$ cat config.mk
export PLATFORM = sky130hd
export DESIGN_NAME = cache_write_ctrl
export DESIGN_NICKNAME = d
export VERILOG_FILES = /design/src/rtl/cache_pkg.sv /design/src/rtl/component_register.sv /design/src/rtl/latency_counter.sv /design/src/rtl/cache_write_ctrl.sv
export SDC_FILE = /design/constraint.sdc
export NUM_CORES = 1
export LEC_CHECK = 0
export ABC_AREA = 1
export BUFFER_PORTS_ARGS = -buffer_cell sky130_fd_sc_hd__buf_2
export CORE_MARGIN = 4
export CORE_UTILIZATION = 35
export CTS_BUF_LIST = sky130_fd_sc_hd__clkbuf_2 sky130_fd_sc_hd__clkbuf_4 sky130_fd_sc_hd__clkbuf_8
export DETAILED_ROUTE_END_ITERATION = 10
export SLEW_MARGIN = 5
export SYNTH_ARGS = -nofsm -noshare
export SYNTH_HDL_FRONTEND = slang
export SYNTH_SLANG_ARGS = --single-unit
$ cat constraint.sdc
create_clock -name clk -period 1.5 [get_ports clk]
set_input_delay 0.3 -clock clk [delete_from_list [all_inputs] [get_ports clk]]
set_output_delay 0.3 -clock clk [all_outputs]
set_load 0.02 [all_outputs]
$ cat src/rtl/cache_pkg.sv
// cache_pkg: shared types and default sizing for the cache write/fill controller.
//   state_t          - controller state encoding (IDLE, EVICT, FILL, UPDATE)
//   DEF_LINE_WORDS   - default words per cache line
//   DEF_RAM_LATENCY  - default cycles from RAM read strobe to valid data
package cache_pkg;

    typedef enum logic [1:0] {
        ST_IDLE   = 2'd0,
        ST_EVICT  = 2'd1,
        ST_FILL   = 2'd2,
        ST_UPDATE = 2'd3
    } state_t;

    localparam int DEF_LINE_WORDS  = 4;
    localparam int DEF_RAM_LATENCY = 1;

endpackage

$ cat src/rtl/component_register.sv
// component_register: load-enabled register, cleared by asynchronous reset.
//   clk  - clock
//   rst  - asynchronous active-high reset (q -> 0)
//   en   - load enable
//   d    - data in
//   q    - registered data out
module component_register #(
    parameter int WIDTH = 1
) (
    input  logic             clk,
    input  logic             rst,
    input  logic             en,
    input  logic [WIDTH-1:0] d,
    output logic [WIDTH-1:0] q
);

    // Hold value, load d when enabled.
    always_ff @(posedge clk or posedge rst) begin
        if (rst) begin
            q <= '0;
        end else if (en) begin
            q <= d;
        end else begin
            q <= q;
        end
    end

endmodule

$ cat src/rtl/latency_counter.sv
// latency_counter: times the gap between a RAM read strobe and its data.
//   clk   - clock
//   rst   - asynchronous active-high reset
//   clear - synchronous abandon of any count in progress
//   start - pulse in the cycle the read strobe is issued
//   busy  - a read is in flight (start seen, done not yet given)
//   done  - one-cycle pulse RAM_LATENCY cycles after start
module latency_counter #(
    parameter int RAM_LATENCY = 1
) (
    input  logic clk,
    input  logic rst,
    input  logic clear,
    input  logic start,
    output logic busy,
    output logic done
);

    localparam int CW = $clog2(RAM_LATENCY + 1);

    logic          busy_r;
    logic [CW-1:0] cnt_r;

    assign busy = busy_r;
    assign done = busy_r && (cnt_r == CW'(RAM_LATENCY));

    // Cycles elapsed since start; stops and drops busy once done fires.
    always_ff @(posedge clk or posedge rst) begin
        if (rst) begin
            busy_r <= 1'b0;
            cnt_r  <= '0;
        end else if (clear) begin
            busy_r <= 1'b0;
            cnt_r  <= '0;
        end else if (start) begin
            busy_r <= 1'b1;
            cnt_r  <= CW'(1);
        end else if (done) begin
            busy_r <= 1'b0;
            cnt_r  <= '0;
        end else if (busy_r) begin
            busy_r <= 1'b1;
            cnt_r  <= cnt_r + CW'(1);
        end else begin
            busy_r <= busy_r;
            cnt_r  <= cnt_r;
        end
    end

endmodule

$ cat src/rtl/cache_write_ctrl.sv
// cache_write_ctrl: write/fill control for a direct-mapped cache.
// Hits complete in the request cycle; misses stall the CPU, optionally evict
// a dirty victim, refill the line word by word from fixed-latency RAM, write
// the tag and then complete the pending access.
//
// Build option: define CACHE_WRITE_BACK_EN for write-back (dirty bits,
// victim eviction). Left undefined the unit is write-through and `dirty`
// is ignored.
//
// Ports:
//   clk, rst                      - clock, asynchronous active-high reset
//   req_valid/we/re/offset        - CPU request (write wins over read)
//   hit, dirty                    - tag-array lookup results in request cycle
//   req_ready, req_done           - idle/accepting, completion pulse
//   cache_we/word_sel/data_sel    - data-array write (data_sel 1 = RAM data)
//   ram_we/re/word_sel/victim_sel - main RAM access (victim_sel = eviction)
//   tag_we, tag_dirty, dirty_set  - tag-array update controls
module cache_write_ctrl
    import cache_pkg::*;
#(
    parameter int LINE_WORDS  = DEF_LINE_WORDS,
    parameter int RAM_LATENCY = DEF_RAM_LATENCY,
    parameter int OFFSET_W    = (LINE_WORDS > 1) ? $clog2(LINE_WORDS) : 1
) (
    input  logic                clk,
    input  logic                rst,
    input  logic                req_valid,
    input  logic                req_we,
    input  logic                req_re,
    input  logic [OFFSET_W-1:0] req_offset,
    input  logic                hit,
    input  logic                dirty,
    output logic                req_ready,
    output logic                req_done,
    output logic                cache_we,
    output logic [OFFSET_W-1:0] cache_word_sel,
    output logic                cache_data_sel,
    output logic                ram_we,
    output logic                ram_re,
    output logic [OFFSET_W-1:0] ram_word_sel,
    output logic                ram_victim_sel,
    output logic                tag_we,
    output logic                tag_dirty,
    output logic                dirty_set
);

    state_t                state_r;
    state_t                state_nxt_s;
    logic [OFFSET_W-1:0]   word_r;
    logic [OFFSET_W-1:0]   word_nxt_s;
    logic                  last_word_s;
    logic                  is_access_s;
    logic                  miss_s;
    logic                  pend_en_s;
    logic                  pend_we_s;
    logic [OFFSET_W-1:0]   pend_offset_s;
    logic                  lat_start_s;
    logic                  lat_clear_s;
    logic                  lat_busy_s;
    logic                  lat_done_s;

`ifndef CACHE_WRITE_BACK_EN
    // Write-through never looks at the victim's dirty bit.
    logic unused_dirty_s;
    assign unused_dirty_s = dirty;
`endif

    // A request with neither strobe set is serviced as a read hit.
    assign is_access_s = req_we || req_re;
    assign miss_s      = is_access_s && !hit;
    // With a single-word line the counter sits at 0 and every word is last.
    assign last_word_s = (word_r == OFFSET_W'(LINE_WORDS - 1));

    component_register #(.WIDTH(1)) u_pend_we (
        .clk (clk),
        .rst (rst),
        .en  (pend_en_s),
        .d   (req_we),
        .q   (pend_we_s)
    );

    component_register #(.WIDTH(OFFSET_W)) u_pend_offset (
        .clk (clk),
        .rst (rst),
        .en  (pend_en_s),
        .d   (req_offset),
        .q   (pend_offset_s)
    );

    latency_counter #(.RAM_LATENCY(RAM_LATENCY)) u_latency (
        .clk   (clk),
        .rst   (rst),
        .clear (lat_clear_s),
        .start (lat_start_s),
        .busy  (lat_busy_s),
        .done  (lat_done_s)
    );

    // State and word-counter registers.
    always_ff @(posedge clk or posedge rst) begin
        if (rst) begin
            state_r <= ST_IDLE;
            word_r  <= '0;
        end else begin
            state_r <= state_nxt_s;
            word_r  <= word_nxt_s;
        end
    end

    // Next-state and output decode.
    always_comb begin
        state_nxt_s    = state_r;
        word_nxt_s     = word_r;
        pend_en_s      = 1'b0;
        lat_start_s    = 1'b0;
        lat_clear_s    = 1'b0;
        req_ready      = 1'b0;
        req_done       = 1'b0;
        cache_we       = 1'b0;
        cache_word_sel = '0;
        cache_data_sel = 1'b0;
        ram_we         = 1'b0;
        ram_re         = 1'b0;
        ram_word_sel   = '0;
        ram_victim_sel = 1'b0;
        tag_we         = 1'b0;
        tag_dirty      = 1'b0;
        dirty_set      = 1'b0;

        case (state_r)
            ST_IDLE: begin
                req_ready = 1'b1;
                if (req_valid && miss_s) begin
                    pend_en_s   = 1'b1;
                    word_nxt_s  = '0;
                    lat_clear_s = 1'b1;
`ifdef CACHE_WRITE_BACK_EN
                    if (dirty) begin
                        state_nxt_s = ST_EVICT;
                    end else begin
                        state_nxt_s = ST_FILL;
                    end
`else
                    state_nxt_s = ST_FILL;
`endif
                end else if (req_valid) begin
                    req_done = 1'b1;
                    if (req_we) begin
                        cache_we       = 1'b1;
                        cache_word_sel = req_offset;
`ifdef CACHE_WRITE_BACK_EN
                        dirty_set      = 1'b1;
                        tag_dirty      = 1'b1;
`else
                        ram_we         = 1'b1;
                        ram_word_sel   = req_offset;
`endif
                    end else begin
                        cache_we = 1'b0;
                    end
                end else begin
                    state_nxt_s = ST_IDLE;
                end
            end

`ifdef CACHE_WRITE_BACK_EN
            ST_EVICT: begin
                ram_we         = 1'b1;
                ram_word_sel   = word_r;
                ram_victim_sel = 1'b1;
                if (last_word_s) begin
                    word_nxt_s  = '0;
                    state_nxt_s = ST_FILL;
                end else begin
                    word_nxt_s = word_r + OFFSET_W'(1);
                end
            end
`endif

            ST_FILL: begin
                // Idle between a read strobe and its data while busy is up.
                if (!lat_busy_s) begin
                    ram_re       = 1'b1;
                    ram_word_sel = word_r;
                    lat_start_s  = 1'b1;
                end else if (lat_done_s) begin
                    cache_we       = 1'b1;
                    cache_word_sel = word_r;
                    cache_data_sel = 1'b1;
                    if (last_word_s) begin
                        word_nxt_s  = '0;
                        state_nxt_s = ST_UPDATE;
                    end else begin
                        word_nxt_s = word_r + OFFSET_W'(1);
                    end
                end else begin
                    ram_re = 1'b0;
                end
            end

            ST_UPDATE: begin
                tag_we      = 1'b1;
                req_done    = 1'b1;
                state_nxt_s = ST_IDLE;
`ifdef CACHE_WRITE_BACK_EN
                tag_dirty   = pend_we_s;
`endif
                if (pend_we_s) begin
                    cache_we       = 1'b1;
                    cache_word_sel = pend_offset_s;
`ifndef CACHE_WRITE_BACK_EN
                    ram_we         = 1'b1;
                    ram_word_sel   = pend_offset_s;
`endif
                end else begin
                    cache_we = 1'b0;
                end
            end

            default: begin
                state_nxt_s = ST_IDLE;
            end
        endcase
    end

endmodule
==> impl_metrics.py <==
metrics = {
    "synthesis": {
        "synth_cell_types": 19,
        "yosysSeqAreaShare_pct": 34.0,
        "syn_area_um2": 663,
        "synth_area_per_cell_um2": 7.13,
        "ys.warnings.count": 0,
        "ys_ff_latch": 9,
        "syn_inst": 93,
    },
    "sta": {
        "fmax_ghz": 0.520,
        "period_share_pct": 128,
        "period_needed_ps": 1920,
        "rsz0062_at_grt": "yes",
        "hold_viol": 0,
        "fin_ws_ps": -423,
        "fin_tns_setup_ps": -2980,
        "slew_violations": 0,
        "fin_worst_skew_ps": 5.48,
        "hold-worst-slack_ps": 0.431,
        "setup_viol": 11,
    },
    "cts": {
        "clkTransAtPathRegs_ps": 60,
        "cts_buffers": 3,
        "cts_sinks": 9,
        "htree_levels": 1,
        "cts_root_buffer": "clkbuf_4",
        "worstSkewPairLatency_ps": 260,
        "max-clock-path-buffers": 2,
        "postCtsHoldBufs": 0,
        "cts_tree": "done",
    },
    "power": {
        "p_int_mw": 1.08,
        "power_density_nw_per_um2": 1720,
        "switching_share_pct": 44.5,
        "peakVddDrop_v": 0.00104,
        "combinationalPowerShare_pct": 67.2,
        "power_frac_clock_pct": 10.7,
        "p_sw_mw": 0.869,
        "finalPower_mw": 1.95,
        "p_leak_nw": 0.562,
        "pwr-share-seq_pct": 22.2,
    },
    "critical_path": {
        "crit_path_frequent_cell": "inv_2",
        "critPathCaptureType": "output port",
        "ff2ff_path_depth": 11,
        "path_cells": "inv_2 -> ha_4 -> nand2_2 -> inv_2 -> nand4_1 -> buf_4 -> a21oi_4 -> buf_6",
        "max_stage_delay_ps": 410,
        "crit_path_start": "state_r[0]",
        "cp_max_fo": 4,
        "critical_path_buf_inv_count": 4,
        "worstReg2RegStart": "state_r[0]",
        "arrival_ps": 1620,
        "r2r_end": "word_r[1]",
        "r2r_setup_slack_ps": -10,
        "critPathLaunchType": "flop",
        "cp_top_family": "buffers and inverters",
        "critPathRequiredTime_ps": 1200,
        "crit_slowest_cell": "dfrtp_1",
        "crit_type": "reg -> out",
    },
    "floorplan": {
        "die_x_um": 51.5,
        "top_level_ports": 23,
        "initial_utilization_pct": 37.6,
        "fp.coreArea_um2": 1760,
        "die_h_um": 51.5,
        "dieArea_um2": 2650,
        "rows": 15,
    },
    "cells_and_area": {
        "final_util_pct": 64.3,
        "mostFrequentLayoutCells": "24 x buf_4, 14 x inv_1, 14 x nand2_1, 9 x dfrtp_1, 8 x buf_2",
        "area_delta_synth_final_pct": 71.1,
        "fin_nets": 149,
        "drive_gt1_share_pct": 56.0,
        "mostFrequentLayoutCell": "buf_4",
        "antennaDiodeCount": 0,
    },
    "drt": {
        "wl_per_cell_um": 11.9,
        "drc": 0,
        "vias": 715,
        "dr.first_iter.drc_count": 8,
        "ant_nets": 0,
        "drt_wl_total_um": 1900,
        "firstDrtPassIters": 2,
        "viasPerCell": 4.50,
    },
    "grt": {
        "grt-ovfl-total": 0,
        "antenna_found_initial": 0,
        "globalRouteTotalUtil_pct": 15.5,
        "grt_pass1_wl_um": 2970,
        "grt_start_max_net_pins": 10,
        "first_global_vias": 668,
    },
    "job": {
        "cap_viol_max_count": 0,
    },
    "status": {
        "violations": "negative setup slack",
        "run_status": "finished with violations",
    },
    "place": {
        "hpwl_um": 1410,
        "port_buffers": 18,
        "detailedPlace.worstSlack_ps": -161,
        "gp_routability_congestion": 0.835,
    },
    "worst_hold_path": {
        "hp-class": "in -> async",
    },
}
-- through the flow --
step           cell area, µm²  instances
5_1_grt                  1130        159
4_1_cts                  1050        156
3_5_place_dp              966        152
3_3_place_gp              966        152
2_1_floorplan             739         95
6_report                 1130        159
-- logic make-up after synthesis --
logic type / Yosys count / synth area share, %
other: 1 / 0.565
flip-flops: 9 / 34.0
buffers and inverters: 23 / 14.7
AND/OR/NAND/NOR: 37 / 27.4
adder cells (fa/ha/maj): 5 / 9.43
AO/OA/AOI/OAI: 18 / 14.0
-- area by class of cell --
class,count,area (µm²)
multi-input cells,63,478
fillers,160,629
flip-flops and latches,9,225
inverters,20,82.6
clock buffers,4,30.0
repair buffers,38,288
well taps,25,31.3
-- registers in the layout (all words and copies together), names as in the netlist --
register,flops
u_pend_offset.q,2
word_r,2
u_latency.cnt_r,1
u_latency.busy,1
u_pend_we.q,1
state_r,2
-- Yosys cell counts --
cell      number  share of area [%]
or2_1          1               0.94
o21ai_0        5                3.8
conb_1         1               0.57
a21oi_1       10                7.5
o21ai_1        2                1.5
ha_1           5                9.4
dfrtp_1        9                 34
inv_1         16                9.1
nand2_2        3                2.8
nand2_1       20                 11
nand3_2        1                1.5
nand3_1        4                3.0
buf_4          3                3.4
inv_2          4                2.3
nor2_1         3                1.7
o21bai_1       1                1.1
nor2_4         2                3.4
nor3_1         1               0.75
nand4_1        2                1.9
-- metal layers --
| metal | up-vias | track usage [%] | wire, µm |
|---|---|---|---|
| met3 | 6 | 1.72 | 75 |
| met5 | - | 0 | 0 |
| li1 | 368 | - | - |
| met1 | 321 | 19.5 | 823 |
| met4 | 0 | 9.17 | 59 |
| met2 | 20 | 25.2 | 942 |
-- worst max-delay path by stage --
stage / endpoint / slack (ps) / cells past startpoint
after global routing: ram_word_sel[0] / -520 / 8
after floorplan: cache_word_sel[0] / -100 / 6
final: ram_word_sel[0] / -420 / 8
after detailed placement: ram_word_sel[1] / -160 / 7
after CTS: cache_word_sel[1] / -380 / 7
after global placement: ram_word_sel[1] / -130 / 7
-- what timing repair did --
item | 4_1_cts | 5_1_grt
pin swaps | 8 | 7
resized for setup | 16 | 22
setup buffers | 0 | 5
endpoints found under the setup margin | 10 | 17
endpoints found under the hold margin | 0 | 0
-- power by group through the flow --
stage	registers [mW]	logic, mW	clock network, mW
after floorplan	0.418	0.688	0
after global routing	0.446	1.45	0.234
after global placement	0.421	1.05	0
after detailed placement	0.431	1.07	0
after CTS	0.426	1.15	0.215
final	0.433	1.31	0.208
No activity file was read; power rests on OpenSTA's default activity.
